### src/rtl/l1_pkg.sv
// Shared layer-1 register definitions: sizes, FSM encodings and the
// entry bit-offset rule, used by the writer and the fetch-side reader.
package l1_pkg;

    localparam int N_ENTRIES = 56;
    localparam int WIDTH     = 16;
    localparam int REG_W     = N_ENTRIES * WIDTH;
    localparam int IDX_W     = 6;

    localparam logic [IDX_W-1:0] LAST_IDX = IDX_W'(N_ENTRIES - 1);

    typedef enum logic [1:0] {
        IDLE = 2'd0,
        FILL = 2'd1,
        DONE = 2'd2
    } l1_state_t;

    // Entry n starts at bit n*WIDTH; its value MSB sits at that bit.
    function automatic int entry_off(input int n);
        return n * WIDTH;
    endfunction

    // Fetch-side view of one entry from the packed register.
    function automatic logic [WIDTH-1:0] l1_get(
        input logic [0:REG_W-1] r,
        input int               n
    );
        logic [WIDTH-1:0] v;
        v = '0;
        for (int b = 0; b < WIDTH; b++) begin
            v[WIDTH-1-b] = r[entry_off(n) + b];
        end
        return v;
    endfunction

endpackage

### src/rtl/l1_reg_writer_fill_ctrl.sv
// Fill FSM, fill counter and store accept/reject handshake.
// Ports: clk, rst (async, active-high); i_l1_store/i_l1_no store request;
//   i_fill_start/i_fill_valid fill control; o_store_we/o_fill_we/o_fill_idx
//   write strobes to the register; fill_ready, l1_full, l1_stored, l1_err.
module l1_fill_ctrl
    import l1_pkg::*;
(
    input  logic             clk,
    input  logic             rst,
    input  logic             i_l1_store,
    input  logic [IDX_W-1:0] i_l1_no,
    input  logic             i_fill_start,
    input  logic             i_fill_valid,
    output logic             o_store_we,
    output logic             o_fill_we,
    output logic [IDX_W-1:0] o_fill_idx,
    output logic             fill_ready,
    output logic             l1_full,
    output logic             l1_stored,
    output logic             l1_err
);

    l1_state_t        r_state;
    l1_state_t        w_next;
    logic [IDX_W-1:0] r_cnt;
    logic             r_full;
    logic             r_stored;
    logic             r_err;
    logic             w_fill_we;
    logic             w_store_ok;
    logic             w_last;

    assign w_last = (r_cnt == LAST_IDX);

    always_ff @(posedge clk or posedge rst) begin
        if (rst) begin
            r_state <= IDLE;
        end else begin
            r_state <= w_next;
        end
    end

    // fill_start wins over everything, including a same-cycle fill_valid.
    always_comb begin
        w_next    = r_state;
        w_fill_we = 1'b0;
        if (i_fill_start) begin
            w_next = FILL;
        end else if (r_state == FILL && i_fill_valid) begin
            w_fill_we = 1'b1;
            if (w_last) begin
                w_next = DONE;
            end
        end
    end

    assign w_store_ok = i_l1_store && (i_l1_no <= LAST_IDX)
                        && !i_fill_start && (r_state != FILL);

    always_ff @(posedge clk or posedge rst) begin
        if (rst) begin
            r_cnt    <= '0;
            r_full   <= 1'b0;
            r_stored <= 1'b0;
            r_err    <= 1'b0;
        end else begin
            r_stored <= w_store_ok;
            r_err    <= i_l1_store && !w_store_ok;
            if (i_fill_start) begin
                r_cnt  <= '0;
                r_full <= 1'b0;
            end else if (w_fill_we) begin
                if (w_last) begin
                    r_full <= 1'b1;
                end else begin
                    r_cnt <= r_cnt + 1'b1;
                end
            end
        end
    end

    assign o_store_we = w_store_ok;
    assign o_fill_we  = w_fill_we;
    assign o_fill_idx = r_cnt;
    assign fill_ready = (r_state == FILL);
    assign l1_full    = r_full;
    assign l1_stored  = r_stored;
    assign l1_err     = r_err;

endmodule

### src/rtl/l1_reg_writer.sv
// Packed layer-1 register with random-access store and sequential fill.
// Ports: clk, rst (async, active-high); l1_store/l1_no/l1_value store
//   request with l1_stored/l1_err acks; fill_start/fill_valid/fill_data
//   fill stream with fill_ready/l1_full; l1_reg packed [0:895] register.
module l1_reg_writer
    import l1_pkg::*;
(
    input  logic             clk,
    input  logic             rst,
    input  logic             l1_store,
    input  logic [IDX_W-1:0] l1_no,
    input  logic [WIDTH-1:0] l1_value,
    output logic             l1_stored,
    output logic             l1_err,
    input  logic             fill_start,
    input  logic             fill_valid,
    input  logic [WIDTH-1:0] fill_data,
    output logic             fill_ready,
    output logic             l1_full,
    output logic [0:REG_W-1] l1_reg
);

    logic             w_store_we;
    logic             w_fill_we;
    logic [IDX_W-1:0] w_fill_idx;
    logic             w_we;
    logic [IDX_W-1:0] w_idx;
    logic [WIDTH-1:0] w_data;
    logic [0:REG_W-1] r_l1_reg;

    l1_fill_ctrl u_ctrl (
        .clk          (clk),
        .rst          (rst),
        .i_l1_store   (l1_store),
        .i_l1_no      (l1_no),
        .i_fill_start (fill_start),
        .i_fill_valid (fill_valid),
        .o_store_we   (w_store_we),
        .o_fill_we    (w_fill_we),
        .o_fill_idx   (w_fill_idx),
        .fill_ready   (fill_ready),
        .l1_full      (l1_full),
        .l1_stored    (l1_stored),
        .l1_err       (l1_err)
    );

    // Store and fill strobes are mutually exclusive by state.
    always_comb begin
        w_we   = w_store_we | w_fill_we;
        w_idx  = w_fill_we ? w_fill_idx : l1_no;
        w_data = w_fill_we ? fill_data : l1_value;
    end

    always_ff @(posedge clk or posedge rst) begin
        if (rst) begin
            r_l1_reg <= '0;
        end else if (w_we) begin
            r_l1_reg[entry_off(int'(w_idx)) +: WIDTH] <= w_data;
        end
    end

    assign l1_reg = r_l1_reg;

endmodule
### config.mk
export PLATFORM = sky130hd
export DESIGN_NAME = l1_reg_writer
export DESIGN_NICKNAME = d
export VERILOG_FILES = /design/src/rtl/l1_pkg.sv /design/src/rtl/l1_reg_writer_fill_ctrl.sv /design/src/rtl/l1_reg_writer.sv
export SDC_FILE = /design/constraint.sdc
export NUM_CORES = 2
export LEC_CHECK = 0
export ABC_AREA = 1
export CORE_AREA = 2 2 369 371
export DETAILED_ROUTE_END_ITERATION = 10
export DIE_AREA = 0 0 371 373
export GPL_ROUTABILITY_DRIVEN = 0
export GPL_TIMING_DRIVEN = 1
export PLACE_DENSITY = 0.56
export SLEW_MARGIN = 20
export SYNTH_ARGS = -nofsm -noshare
export SYNTH_HDL_FRONTEND = slang
export SYNTH_SLANG_ARGS = --single-unit
export TNS_END_PERCENT = 100
### constraint.sdc
create_clock -name clk -period 30.1 [get_ports clk]
set_clock_uncertainty 0.05 [all_clocks]
set_input_delay 4.515 -clock clk [delete_from_list [all_inputs] [get_ports clk]]
set_output_delay 4.515 -clock clk [all_outputs]
set_load 0.005 [all_outputs]
# Word level (Yosys, flattened, before mapping)
# Index checks and enable logic that the tools add are counted.
classes:
  muxes: 14
  multipliers: 0
  n_eq_ne: 4
  addsub: 2
  n_shift: 2
  bitwise_logic: 2
  n_div: 0
  order_cmp: 1
  reduce_logical: 13
op_table:
  columns: ["op", "n"]
  rows:
  - ["$shift 897x33->896 const A", 1]
  - ["$shiftx 897x33->896", 1]
  - ["$bwmux 896", 1]
  - ["$neg 32->33", 1]
  - ["$not 10->32", 1]
  - ["$mux 6", 4]
  - ["$mux 16", 1]
  - ["$add 6x1->6 const B", 1]
  - ["$eq 6x6->1 const B", 1]
  - ["$le 6x6->1 const B", 1]
  - ["$mux 2", 3]
  - ["$reduce_and 2->1", 3]
  - ["$reduce_bool 2->1", 3]
  - ["$logic_and 1x1->1", 5]
  - ["$mux 1", 5]
  - ["$eq 2x1->1 const B", 1]
  - ["$logic_not 1->1", 2]
  - ["$ne 2x1->1 const B", 1]
  - ["$ne 2x2->1 const B", 1]
  - ["$or 1x1->1", 1]
word_totals:
  output_inout_bits: 900
  register_bits: 907
  rom_bits: 0
  latch_bits: 0
  memories: 0
  ramBits: 0
  word_cells: 44

# Logic depth before layout (Yosys ltp)
depth:
  word_depth: 9
  mapped_depth: 11
  mapped_depth_nobuf: 9

# By module
# A second synthesis with hierarchy kept.
hier_totals:
  cells_unflattened: 4010
  area_unflattened_um2: 36815.3
modules_own_cells:
  columns: ["module", "cells_per_inst", "seq_area_each_um2", "area_each_um2", "instances"]
  rows:
  - ["l1_reg_writer", 3943, 22421.5, 36277.3, 1]
  - ["l1_fill_ctrl", 67, 250.2, 538.0, 1]

# Least setup slack after synthesis
# OpenSTA, ideal clock, no wires.
synth_timing:
  path_type: "input port to flip-flop"
  start: "input fill_valid"
  end: "register r_l1_reg (netlist bit l1_reg[838])"
  setup_ns: 0.117
  arrival_time_ns: 6.041
  slack_ns: 23.892
  t_required_ns: 29.933
  path_stages: 11
  path_cell_list: "buf_2 nand4_1 buf_2 o21ai_2 inv_2 buf_2 nor2_2 nand2_1 buf_2 nand2_1 nand2_1"
synth_between:
  elab_chain_cells: 8
  elab_cells_between_ends: 11
  classes_between: "add/sub (1); shift (2); mux (5); bitwise (2); reduce/logical (1)"
synth_rtl:
  columns: ["element", "line_no", "rtl"]
  rows:
  - ["start, declared", "l1_reg_writer.sv:16", "input logic fill_valid,"]
  - ["$logic_and 1x1->1 (*)", "l1_reg_writer_fill_ctrl.sv:49", "end else if (r_state == FILL && i_fill_valid) begin"]
  - ["$mux 1 (*)", "l1_reg_writer_fill_ctrl.sv:49", null]
  - ["$mux 1 (*)", "l1_reg_writer_fill_ctrl.sv:47", "if (i_fill_start) begin"]
  - ["$mux 6", "l1_reg_writer.sv:50", "w_idx = w_fill_we ? w_fill_idx : l1_no;"]
  - ["$not 10->32 (not written as such)", "l1_reg_writer.sv:58", "r_l1_reg[entry_off(int'(w_idx)) +: WIDTH] <= w_data;"]
  - ["$neg 32->33", "l1_reg_writer.sv:58", null]
  - ["$shiftx 897x33->896 / $shift 897x33->896 (equally long branches)", "l1_reg_writer.sv:58", null]
  - ["$bwmux 896", "l1_reg_writer.sv:58", null]
  - ["end signal, assigned by index", "l1_reg_writer.sv:58", null]
  - ["end, declared", "l1_reg_writer.sv:29", "logic [0:REG_W-1] r_l1_reg;"]
# Every way passes the cells marked *; elsewhere a longest branch is shown, timed or not.
# A chain may end at the register's enable or synchronous reset.

# Final worst setup path
layout_timing:
  start: "input fill_start"
  end: "register r_l1_reg (netlist bit l1_reg[91])"
layout_between:
  elab_chain_cells: 6
  elab_cells_between_ends: 12
  classes_between: "add/sub (1); shift (2); mux (4); bitwise (2); reduce/logical (3)"
layout_rtl:
  columns: ["element", "line_no", "rtl"]
  rows:
  - ["start, declared", "l1_reg_writer.sv:15", "input logic fill_start,"]
  - ["$mux 1", "l1_reg_writer_fill_ctrl.sv:47", null]
  - ["$mux 6", "l1_reg_writer.sv:50", null]
  - ["$not 10->32 (not written as such)", "l1_reg_writer.sv:58", null]
  - ["$neg 32->33", "l1_reg_writer.sv:58", null]
  - ["$shiftx 897x33->896 / $shift 897x33->896 (equally long branches)", "l1_reg_writer.sv:58", null]
  - ["$bwmux 896", "l1_reg_writer.sv:58", null]
# Parallel ways exist; a longest one is shown, timed or not.

==> impl_metrics.tcl <==
set metrics [dict create \
    outcome "finished, final reports clean" \
    worstSkewPairLatency_ps 720 \
    wire_per_inst_um 25.1 \
    p_per_area_nw_per_um2 65.1 \
    drt_pass1_iterations 6 \
    syn-num-nets 4293 \
    p_leak_nw 25.7 \
    nets 4999 \
    worstPathMaxFanout 213 \
    critPathRequiredTime_ps 30650 \
    ctsHoldBuffers 0 \
    crit_type "input pin to flip-flop" \
    max_freq_mhz 105 \
    grt.overflow.total 0 \
    antenna_found_initial 9 \
    synth_cells 4249 \
    setup_ws_ps 20600 \
    holdWs_ps 418 \
    die_y_um 373 \
    synth-seq-cells 906 \
    cts_tree "built" \
    drtAntennaViolNets 0 \
    syn_to_final_growth_pct 37.6 \
    cts_buffer_depth 3 \
    rows 135 \
    drt-vias-per-instance 5.13 \
    synth_area_um2 37500 \
    grt_max_degree 214 \
    worstMarginPinSlew_ps 1410 \
    power_frac_seq_pct 42.8 \
    p_int_mw 2.38 \
    fin_setup_tns_ps 0 \
    final_cells 6816 \
    ys_warn_count 0 \
    period_needed_ps 9500 \
    finalPower_mw 3.36 \
    num_vias 35000 \
    fp.dieW_um 371 \
    grt_util_all_layers_pct 24.0 \
    final_layout_size_suffix_gt1_share_pct 5.68 \
    hold_viol_final 0 \
    combPwrFrac_pct 18.5 \
    post-cts-setup-buffers 0 \
    grt_first_pass_wirelength_mm 244 \
    clkPwrFrac_pct 38.6 \
    drc 0 \
    avgSynthCellArea_um2 8.83 \
    drv_cap 0 \
    final_max_slew_viol_count 0 \
    min_delay_path_depth 2 \
    swShare_pct 29.1 \
    coreArea_um2 135000 \
    slew_headroom_pct 5.67 \
    r2r_cells 11 \
    cts_resized 0 \
    h-tree-depth 3 \
    clkSlewWorstSetupHoldPaths_ps 60 \
    vdd_drop_max_uv 46.2 \
    place_inst 6631 \
    drtIter0Drc 4137 \
    stdcell_area_um2 51600 \
    hp-class "flip-flop to flip-flop" \
    largest_reg_flops 896 \
    hpwl_mm 108 \
    routed_wl_mm 171 \
    cp-end-kind "flip-flop" \
    initial_utilization_pct 27.9 \
    placed_cell_area_um2 48200 \
    seq_area_frac_synth_pct 60.4 \
    netlist-cell-type-count 22 \
    mostFrequentLayoutCells "nand2_1, clkdlybuf4s50_1, dfrtp_1, nand4_1, nand3_1" \
    clock_sinks 906 \
    cts_made_buffers 103 \
    die_area_um2 138000 \
    period_share_pct 31.6 \
    crit_arrival_ps 10050 \
    cts_root_buffer "clkbuf_16" \
    io_buffer_count 942 \
    layout_commonest_cell "nand2_1" \
    grt_setup_unrepaired "no" \
    critPathLaunchType "input pin" \
    grt_pass1_vias 33100 \
    net-switching-power_uw 979 \
    ioPinCount 943 \
    place_worst_setup_slack_ps 20210 \
    finalSetupViolCount 0 \
    post-route-util_pct 38.4 \
]
## cell families after synthesis
group / share of synthesized area, %
compound gates: 0.203
buf+inv: 5.46
fa+ha+maj: 0.0333
flops: 60.4
simple gates: 33.9
## synth_stat cells
cell type | count | area share [%]
nand2_1 | 1898 | 19
dfrtp_1 | 906 | 60
nand4_1 | 554 | 9.2
nand3_1 | 399 | 5.3
buf_2 | 183 | 2.4
clkbuf_1 | 146 | 1.5
buf_1 | 56 | 0.56
buf_4 | 34 | 0.68
nor2_1 | 26 | 0.26
inv_1 | 20 | 0.20
o21ai_0 | 6 | 0.080
nor2_2 | 4 | 0.067
a21oi_1 | 3 | 0.040
buf_6 | 3 | 0.090
inv_2 | 2 | 0.020
nor3_1 | 2 | 0.027
o21ai_2 | 2 | 0.047
a31oi_1 | 1 | 0.017
clkinv_1 | 1 | 0.010
ha_1 | 1 | 0.033
nor3_2 | 1 | 0.027
o31ai_1 | 1 | 0.020
## cell type report
cell class	count	area (um^2)
clock buffers	141	2920
fillers	13500	83000
clock inverters	42	504
multi-input cells	2898	13100
diodes	2	5.00
inverters	23	93.8
flip-flops and latches	906	22700
repair buffers	1023	10100
well taps	1781	2230
## worst max-delay path: stages
cell	delay [ps]
clkdlybuf4s50_1	500
inv_2	140
nand4_1	100
buf_4	380
nand2_1	160
o21ai_4	130
buf_4	860
buf_12	570
buf_4	930
nand4_1	890
nand2_1	260
nand2_1	80
## power by group through the flow
| stage | clock network (mW) | registers [mW] | logic, mW |
|---|---|---|---|
| 2_1_floorplan | 0 | 1.45 | 0.199 |
| 3_3_place_gp | 0 | 1.46 | 0.620 |
| 3_5_place_dp | 0 | 1.46 | 0.626 |
| 4_1_cts | 1.32 | 1.44 | 0.627 |
| 5_1_grt | 1.37 | 1.45 | 0.668 |
| 6_report | 1.30 | 1.44 | 0.623 |
## worst paths after layout
| path | startpoint | endpoint | slack [ps] |
|---|---|---|---|
| setup / recovery | fill_start | l1_reg[91] | 20600 |
| hold / removal | l1_reg[307] | l1_reg[307] | 420 |
| setup reg to reg | u_ctrl.r_state[1] | l1_reg[91] | 24600 |
| hold reg to reg | l1_reg[307] | l1_reg[307] | 420 |
| max in group asynchronous | rst | l1_reg[700] | 21980 |
| min in group asynchronous | rst | l1_reg[784] | 4210 |
## layer usage
metal	up-vias	GRT usage [%]	share of wire, %
li1	15500	-	-
met1	17600	32.5	42
met2	1629	36.7	45
met3	304	5.34	8.2
met4	2	10.0	4.1
met5	-	0	0.0076
No activity file was read; power rests on OpenSTA's default activity.
